[config.mk]
export PLATFORM = sky130hd
export DESIGN_NAME = gpio_serial_loader
export DESIGN_NICKNAME = d
export VERILOG_FILES = /design/src/rtl/gpio_serial_loader.sv
export SDC_FILE = /design/constraint.sdc
export NUM_CORES = 1
export LEC_CHECK = 0
export ABC_AREA = 1
export CORE_ASPECT_RATIO = 0.8
export CORE_MARGIN = 10
export CORE_UTILIZATION = 56
export DETAILED_ROUTE_END_ITERATION = 16
export PLACE_DENSITY = 0.9
export SLEW_MARGIN = 20
export SYNTH_ARGS = -nofsm -noshare
export SYNTH_HDL_FRONTEND = slang
export SYNTH_SLANG_ARGS = --single-unit
[constraint.sdc]
create_clock -name clock -period 5 [get_ports clock]
set_clock_uncertainty 0.15 [all_clocks]
set_input_delay 1 -clock clock [delete_from_list [all_inputs] [get_ports clock]]
set_output_delay 1 -clock clock [all_outputs]
set_load 0.1 [all_outputs]
[src/rtl/gpio_serial_loader.sv]
// gpio_serial_loader: shifts per-pad configuration words into two daisy-chained
// strings of GPIO control blocks, then pulses a shared load strobe.
// Both chains shift in lock-step. The shorter chain is padded with leading zeros.
// Optional feature macro: GPIO_LOADER_CHAIN_RST_EN. When it is defined, each
// transfer begins with a serial_resetn pulse in a CHAIN_RST state.
//
// Handshake: start is sampled only while the block is idle (busy=0). A sampled
// start captures cfg_data and begins a transfer. busy rises on the next cycle.
// Any start seen while busy is dropped. done pulses for one cycle in the same
// cycle that busy falls.
module gpio_serial_loader #(
  parameter int AREA1PADS = 19,
  parameter int AREA2PADS = 19,
  parameter int CFG_BITS  = 13,
  parameter int CLK_DIV   = 2
) (
  input  logic                                       clock,
  input  logic                                       resetn,
  input  logic                                       start,
  input  logic [(AREA1PADS+AREA2PADS)*CFG_BITS-1:0]  cfg_data,
  output logic                                       busy,
  output logic                                       done,
  output logic                                       serial_clock,
  output logic                                       serial_load,
  output logic                                       serial_resetn,
  output logic                                       serial_data_1,
  output logic                                       serial_data_2,
  output logic [1:0]                                 o_dbg_state
);

  localparam int MAX_PADS = (AREA1PADS > AREA2PADS) ? AREA1PADS : AREA2PADS;
  localparam int N        = MAX_PADS * CFG_BITS;
  localparam int L1       = AREA1PADS * CFG_BITS;
  localparam int DIV_W    = (CLK_DIV > 1) ? $clog2(CLK_DIV) : 1;
  localparam int BIT_W    = $clog2(N + 1);
  localparam logic [DIV_W-1:0] DIV_LAST = DIV_W'(CLK_DIV - 1);
  localparam logic [BIT_W-1:0] BIT_LAST = BIT_W'(N - 1);

`ifdef GPIO_LOADER_CHAIN_RST_EN
  typedef enum logic [1:0] {
    S_IDLE      = 2'd0,
    S_SHIFT     = 2'd1,
    S_LOAD      = 2'd2,
    S_CHAIN_RST = 2'd3
  } state_t;
`else
  typedef enum logic [1:0] {
    S_IDLE  = 2'd0,
    S_SHIFT = 2'd1,
    S_LOAD  = 2'd2
  } state_t;
`endif

  state_t           r_state;
  logic [DIV_W-1:0] r_div;     // cycle within the current phase
  logic             r_half;    // 0: first phase of a bit/strobe, 1: second phase
  logic [BIT_W-1:0] r_bit;     // index of the bit currently on the wires
  logic [N-1:0]     r_sh1;     // chain 1 snapshot, next bit to send at MSB
  logic [N-1:0]     r_sh2;     // chain 2 snapshot, next bit to send at MSB
  logic             r_busy;
  logic             r_done;
  logic             r_sclk;
  logic             r_sload;
  logic             r_srstn;
  logic             r_sd1;
  logic             r_sd2;

  logic [N-1:0]     w_snap1;
  logic [N-1:0]     w_snap2;
  logic             w_phase_end;

  // Arrange cfg_data into send order. MSB goes out first, and any leading zero
  // pads sit at the top of the vector.
  // Chain 1 sends pad AREA1PADS-1 first, which matches the natural layout.
  // Chain 2 sends its lowest pad first, so its pads are reversed here.
  always_comb begin
    w_snap1         = '0;
    w_snap1[L1-1:0] = cfg_data[L1-1:0];
    w_snap2         = '0;
    for (int q = 0; q < AREA2PADS; q++) begin
      w_snap2[(AREA2PADS-1-q)*CFG_BITS +: CFG_BITS] = cfg_data[(AREA1PADS+q)*CFG_BITS +: CFG_BITS];
    end
  end

  assign w_phase_end = (r_div == DIV_LAST);

  // Main sequencer: phase timing, shift registers and all registered strobes.
  always_ff @(posedge clock or negedge resetn) begin
    if (!resetn) begin
      r_state <= S_IDLE;
      r_div   <= '0;
      r_half  <= 1'b0;
      r_bit   <= '0;
      r_sh1   <= '0;
      r_sh2   <= '0;
      r_busy  <= 1'b0;
      r_done  <= 1'b0;
      r_sclk  <= 1'b0;
      r_sload <= 1'b0;
      r_srstn <= 1'b0;
      r_sd1   <= 1'b0;
      r_sd2   <= 1'b0;
    end else begin
      r_done  <= 1'b0;
      r_srstn <= 1'b1;
      if (r_state != S_IDLE) begin
        if (w_phase_end) begin
          r_div  <= '0;
          r_half <= ~r_half;
        end else begin
          r_div <= r_div + 1'b1;
        end
      end
      case (r_state)
        S_IDLE: begin
          if (start) begin
            r_busy <= 1'b1;
            r_div  <= '0;
            r_half <= 1'b0;
            r_bit  <= '0;
`ifdef GPIO_LOADER_CHAIN_RST_EN
            r_state <= S_CHAIN_RST;
            r_sh1   <= w_snap1;
            r_sh2   <= w_snap2;
            r_srstn <= 1'b0;
`else
            r_state <= S_SHIFT;
            r_sd1   <= w_snap1[N-1];
            r_sd2   <= w_snap2[N-1];
            r_sh1   <= w_snap1 << 1;
            r_sh2   <= w_snap2 << 1;
`endif
          end
        end
`ifdef GPIO_LOADER_CHAIN_RST_EN
        S_CHAIN_RST: begin
          if (!r_half && !w_phase_end) begin
            r_srstn <= 1'b0;
          end
          if (r_half && w_phase_end) begin
            r_state <= S_SHIFT;
            r_sd1   <= r_sh1[N-1];
            r_sd2   <= r_sh2[N-1];
            r_sh1   <= r_sh1 << 1;
            r_sh2   <= r_sh2 << 1;
          end
        end
`endif
        S_SHIFT: begin
          if (!r_half && w_phase_end) begin
            r_sclk <= 1'b1;
          end
          if (r_half && w_phase_end) begin
            r_sclk <= 1'b0;
            if (r_bit == BIT_LAST) begin
              r_state <= S_LOAD;
              r_sd1   <= 1'b0;
              r_sd2   <= 1'b0;
              r_sload <= 1'b1;
            end else begin
              r_bit <= r_bit + 1'b1;
              r_sd1 <= r_sh1[N-1];
              r_sd2 <= r_sh2[N-1];
              r_sh1 <= r_sh1 << 1;
              r_sh2 <= r_sh2 << 1;
            end
          end
        end
        S_LOAD: begin
          if (!r_half && w_phase_end) begin
            r_sload <= 1'b0;
          end
          if (r_half && w_phase_end) begin
            r_state <= S_IDLE;
            r_busy  <= 1'b0;
            r_done  <= 1'b1;
          end
        end
        default: r_state <= S_IDLE;
      endcase
    end
  end

  assign busy          = r_busy;
  assign done          = r_done;
  assign serial_clock  = r_sclk;
  assign serial_load   = r_sload;
  assign serial_resetn = r_srstn;
  assign serial_data_1 = r_sd1;
  assign serial_data_2 = r_sd2;
  assign o_dbg_state   = r_state;

endmodule

# Word-level counts from Yosys, hierarchy flattened
# Cells that the tools add are included.
[word_totals]
output_inout_bits = 9
wordCells = 84
in_bits = 497
reg_bits = 513
[classes]
n_bitwise = 1
eq_ne = 9
mux = 44
addsub = 2
n_reduce_logical = 15
[op_table]
columns = ["op", "count"]
rows = [
  ["$mux 247", 6],
  ["$pmux 247 s2", 2],
  ["$mux 8", 3],
  ["$mux 1", 23],
  ["$pmux 8 s2", 1],
  ["$ne 2x2->1 const B", 6],
  ["$reduce_and 4->1", 3],
  ["$reduce_bool 2->1", 5],
  ["$add 8x1->8 const B", 1],
  ["$eq 8x8->1 const B", 1],
  ["$mux 2", 4],
  ["$pmux 1 s2", 4],
  ["$pmux 2 s3", 1],
  ["$reduce_and 3->1", 2],
  ["$eq 2x1->1 const B", 1],
  ["$eq 2x2->1 const B", 1],
  ["$logic_and 1x1->1", 2],
  ["$logic_not 2->1", 1],
  ["$reduce_and 2->1", 1],
  ["$add 1x1->1 const B", 1],
  ["$logic_not 1->1", 1],
  ["$not 1->1", 1],
]

# Longest topological paths before layout
[logic_depth]
word_depth = 5
mapped_depth = 11
ltp_nobuf = 8

# Worst setup path after synthesis
# OpenSTA, ideal clock, no wires.
[synth_timing]
path_kind = "register -> register"
start = "reg r_state[0] (netlist: o_dbg_state[0])"
end = "reg r_sh1[110]"
path_slack_ns = 2.639
n_path_buf = 2
arrival_time_ns = 2.081
t_required_ns = 4.720
period_less_slack_ns = 2.361
stages_incl_launch_ff = 8
setup_time_ns = 0.130
cell_sequence = "dfrtp_1 nand2_2 inv_2 nand3_2 nand2_4 buf_2 buf_1 o21ai_1"
[synth_via]
elab_chain_len = 3
word_cells_on_any_way = 8
cone_classes = "eq/ne (4); mux (1); reduce/logical (3)"
[synth_rtl]
columns = ["element", "line", "rtl"]
rows = [
  ["start: declaration", "54", "state_t r_state;"],
  ["start signal: assignment", "90", "r_state <= S_IDLE;"],
  ["start signal: assignment", "127", "r_state <= S_SHIFT;"],
  ["start signal: assignment", "156", "r_state <= S_LOAD;"],
  ["$eq 2x1->1 / $logic_not 2->1 (equally long branches)", "114", "case (r_state)"],
  ["$ne 2x2->1 (no line) / $reduce_bool 2->1 (equally long branches)", "n/a", ""],
  ["$reduce_and 4->1 (no line)", "n/a", ""],
  ["end signal: assignment", "130", "r_sh1 <= w_snap1 << 1;"],
  ["end signal: assignment", "164", "r_sh1 <= r_sh1 << 1;"],
  ["end: declaration", "58", "logic [N-1:0] r_sh1;"],
]
# Parallel ways exist; a longest one is shown, timed or not.
# A chain may end at the register's enable or synchronous reset.

# Worst setup path in the final report
[layout_timing]
start = "reg r_state[0] (netlist: o_dbg_state[0])"
end = "out o_dbg_state[0]"
[layout_lines]
columns = ["element", "line", "rtl"]
rows = [
  ["end: declaration", "28", "output logic [1:0] o_dbg_state"],
]
# No word-level cell between the ends.

==> reports/results.tsv <==
metric	value	unit
Final WS setup	1.54	ns
global-route wire length before repair	113	mm
Cell Chain, Critical Path	clkdlybuf4s50_1	
post-CTS setup buffer count	0	
unrepaired setup endpoints after global routing	false	
initial DRC count	2198	
Max-cap violations	0	
post-synth cell types	31	
family with the most delay on the worst path	buffers and inverters	
top post-synthesis cells by area	dfrtp_1 (52%), or2_2 (13%), o21ai_0 (11%), o21ai_1 (9.0%), nand2_1 (8.1%)	
largest net degree at the start of global routing	200	
CTS Sinks	511	
Synth top cells by count	o21ai_0 (545), nand2_1 (525), dfrtp_1 (511)	
final hold violation count	0	
hpwl dp	47.5	mm
Worst Path Required	3.85	ns
Slowest cell on crit path	clkdlybuf4s50_1	
Max Buffers Root-to-Sink	3	
number of buffers created by CTS	49	
row cnt	68	
die width	253	microns
path category of the worst min-delay check	reg -> reg	
post-DR vias/cell	5.63	
buffers plus inverters on the worst setup path	1	
remaining global-route overflow	0	
share of the synthesized area in the top cell type	52.4	%
f_max	289	MHz
share of synthesized flip-flops with an asynchronous set or reset	100	%
vias in the first global route	21547	
CTS root buf	clkbuf_16	
flop and latch count out of synthesis	511	
Worst setup SP type	flop	
outcome	completed	
total core area	43100	sq um
DRC Markers	0	
Reg clk slew, reported paths	0.06	ns
cells after synthesis	2797	
CP max stage delay	1.24	ns
die area	52300	sq um
most frequent cell after synthesis	o21ai_0	
Die Y	207	microns
cell taking the most area after synthesis	dfrtp_1	
critical-path maximum fanout	4	
total global-route track usage	26.5	%
syn avg cell area	8.72	sq um
Post-Route WL	71.1	mm
FILL cells	2953	
fin crit share	69.3	%
wire length per cell	18.8	microns
dpl ws	1.49	ns
Mapped Area	24400	sq um
CTS tree	built	
top_reg_cell synth	dfrtp_1	
nets	3665	
WS Path Type	reg -> out	
H-tree levels	2	
Warnings, synthesis	0	
Critical Path AT	2.31	ns
pin slew with the least headroom to its limit	1.05	ns
PwrDens	276	nW/um^2
Seq/Total Area, Yosys	52.4	%
post-cts resize count	0	
Mapped Nets	3298	
Multi-input gate area	10300	sq um
leak pwr	14.3	nW
GPL Wtd Cong	0.893	
share of cells above drive strength 1	19.3	%
number of flops mapped to enable cells by yosys	0	
slew margin rel.	29.8	%
crit end category	output port	
Port Buffers	505	
Area Growth Syn to Fin	27.4	%
peak supply drop	0.000291	V
Ports	506	
Starting Density	56.6	%
Setup TNS Final	0	ns
# hold bufs at CTS	0	
drt first pass iters	6	
Min Clock Period, post-route	3.46	ns
initial antenna violation count	14	
Clk Latency, worst-skew pair	0.58	ns
post-layout util	72.2	%
Final Max Tran Viols	0	
DR vias	21274	
# setup viols final	0	
Seq. cell area	12800	sq um
Routed Antenna Nets	0	
## cells in the final DEF (no fill, tap or decap)
cell / synthesis / layout
a21oi_1: 3 / 3
a22oi_1: 2 / 2
buf_12: 1 / 11
buf_16: 0 / 1
buf_4: 9 / 17
buf_6: 37 / 1
buf_8: 3 / 1
bufinv_16: 0 / 6
clkbuf_1: 121 / 8
clkbuf_16: 0 / 51
clkbuf_8: 0 / 10
clkdlybuf4s50_1: 0 / 504
clkinv_1: 1 / 1
clkinv_2: 0 / 12
clkinvlp_4: 0 / 1
conb_1: 1 / 1
dfrtp_1: 511 / 511
diode_2: 0 / 15
ha_1: 4 / 4
inv_1: 12 / 12
inv_2: 2 / 1
inv_6: 0 / 1
inv_8: 0 / 1
nand2_1: 525 / 525
nand2_8: 0 / 2
nand3_1: 13 / 13
nand3_2: 1 / 1
nand4_1: 1 / 1
nor2_1: 9 / 9
nor2_2: 3 / 3
o211ai_1: 1 / 1
o21ai_0: 545 / 545
o21ai_1: 441 / 441
o21ai_2: 5 / 5
o21ai_4: 1 / 1
o21bai_1: 2 / 2
o22ai_1: 1 / 1
or2_2: 492 / 492
## final cells by class
class	count	share of cell area, %
clock buffers	69	4.65
well taps	560	2.26
repair buffers	535	17.5
clock inverters	20	0.826
multi-input cells	2052	33.3
inverters	15	0.205
diodes	15	0.121
flip-flops and latches	511	41.2
## state kept, by name (all words and copies together) (netlist names)
signal / count
busy: 1
done: 1
o_dbg_state: 2
r_bit: 8
r_div: 1
r_half: 1
r_sh1: 246
r_sh2: 246
serial_clock: 1
serial_data_1: 1
serial_data_2: 1
serial_load: 1
serial_resetn: 1
## report_power, final
part	total, mW	switching (mW)	leakage (nW)	internal (mW)
combinational	0.518	0.170	6.37	0.347
sequential	4.13	0.000114	7.12	4.13
clock	3.93	1.61	0.846	2.32
## cells by family after synthesis
logic type	count (synthesis)	share of synthesized area (%)
compound gates	1001	20.7
fa+ha+maj	4	0.205
buf+inv	234	5.30
flops	511	52.4
other cells	1	0.0154
simple gates	1046	21.3
## metrics by stage
stage               instances  area, sq um  power [mW]  hold slack [ns]
floorplan                2797        24400        4.22            0.284
global route             3771        31100        8.81            0.352
finish                   3777        31100        8.58            0.327
CTS                      3761        31000        8.63            0.331
global placement         3672        29300        4.73            0.301
detailed placement       3672        29300        4.73            0.314
## path summary, 6_finish.rpt
kind,from,endpoint,slack (ns),cells after the start
max,o_dbg_state[0],o_dbg_state[0],1.54,1
min,r_sh2[9],r_sh2[9],0.33,2
max reg2reg,o_dbg_state[1],r_sh1[73],1.58,8
min reg2reg,r_sh2[9],r_sh2[9],0.33,2
max in group asynchronous,resetn,r_sh1[144],3.20,2
min in group asynchronous,resetn,r_sh2[234],0.35,1
## metal layers
metal  GRT usage, %  part of all wire [%]  vias up
met5              0                 0.082        -
met4           12.4                   3.8        8
met3           5.07                   6.7      179
met2           43.6                    49      835
met1           33.7                    40    10190
li1               -                     -    10062
Power figures use the tool's default switching activity.
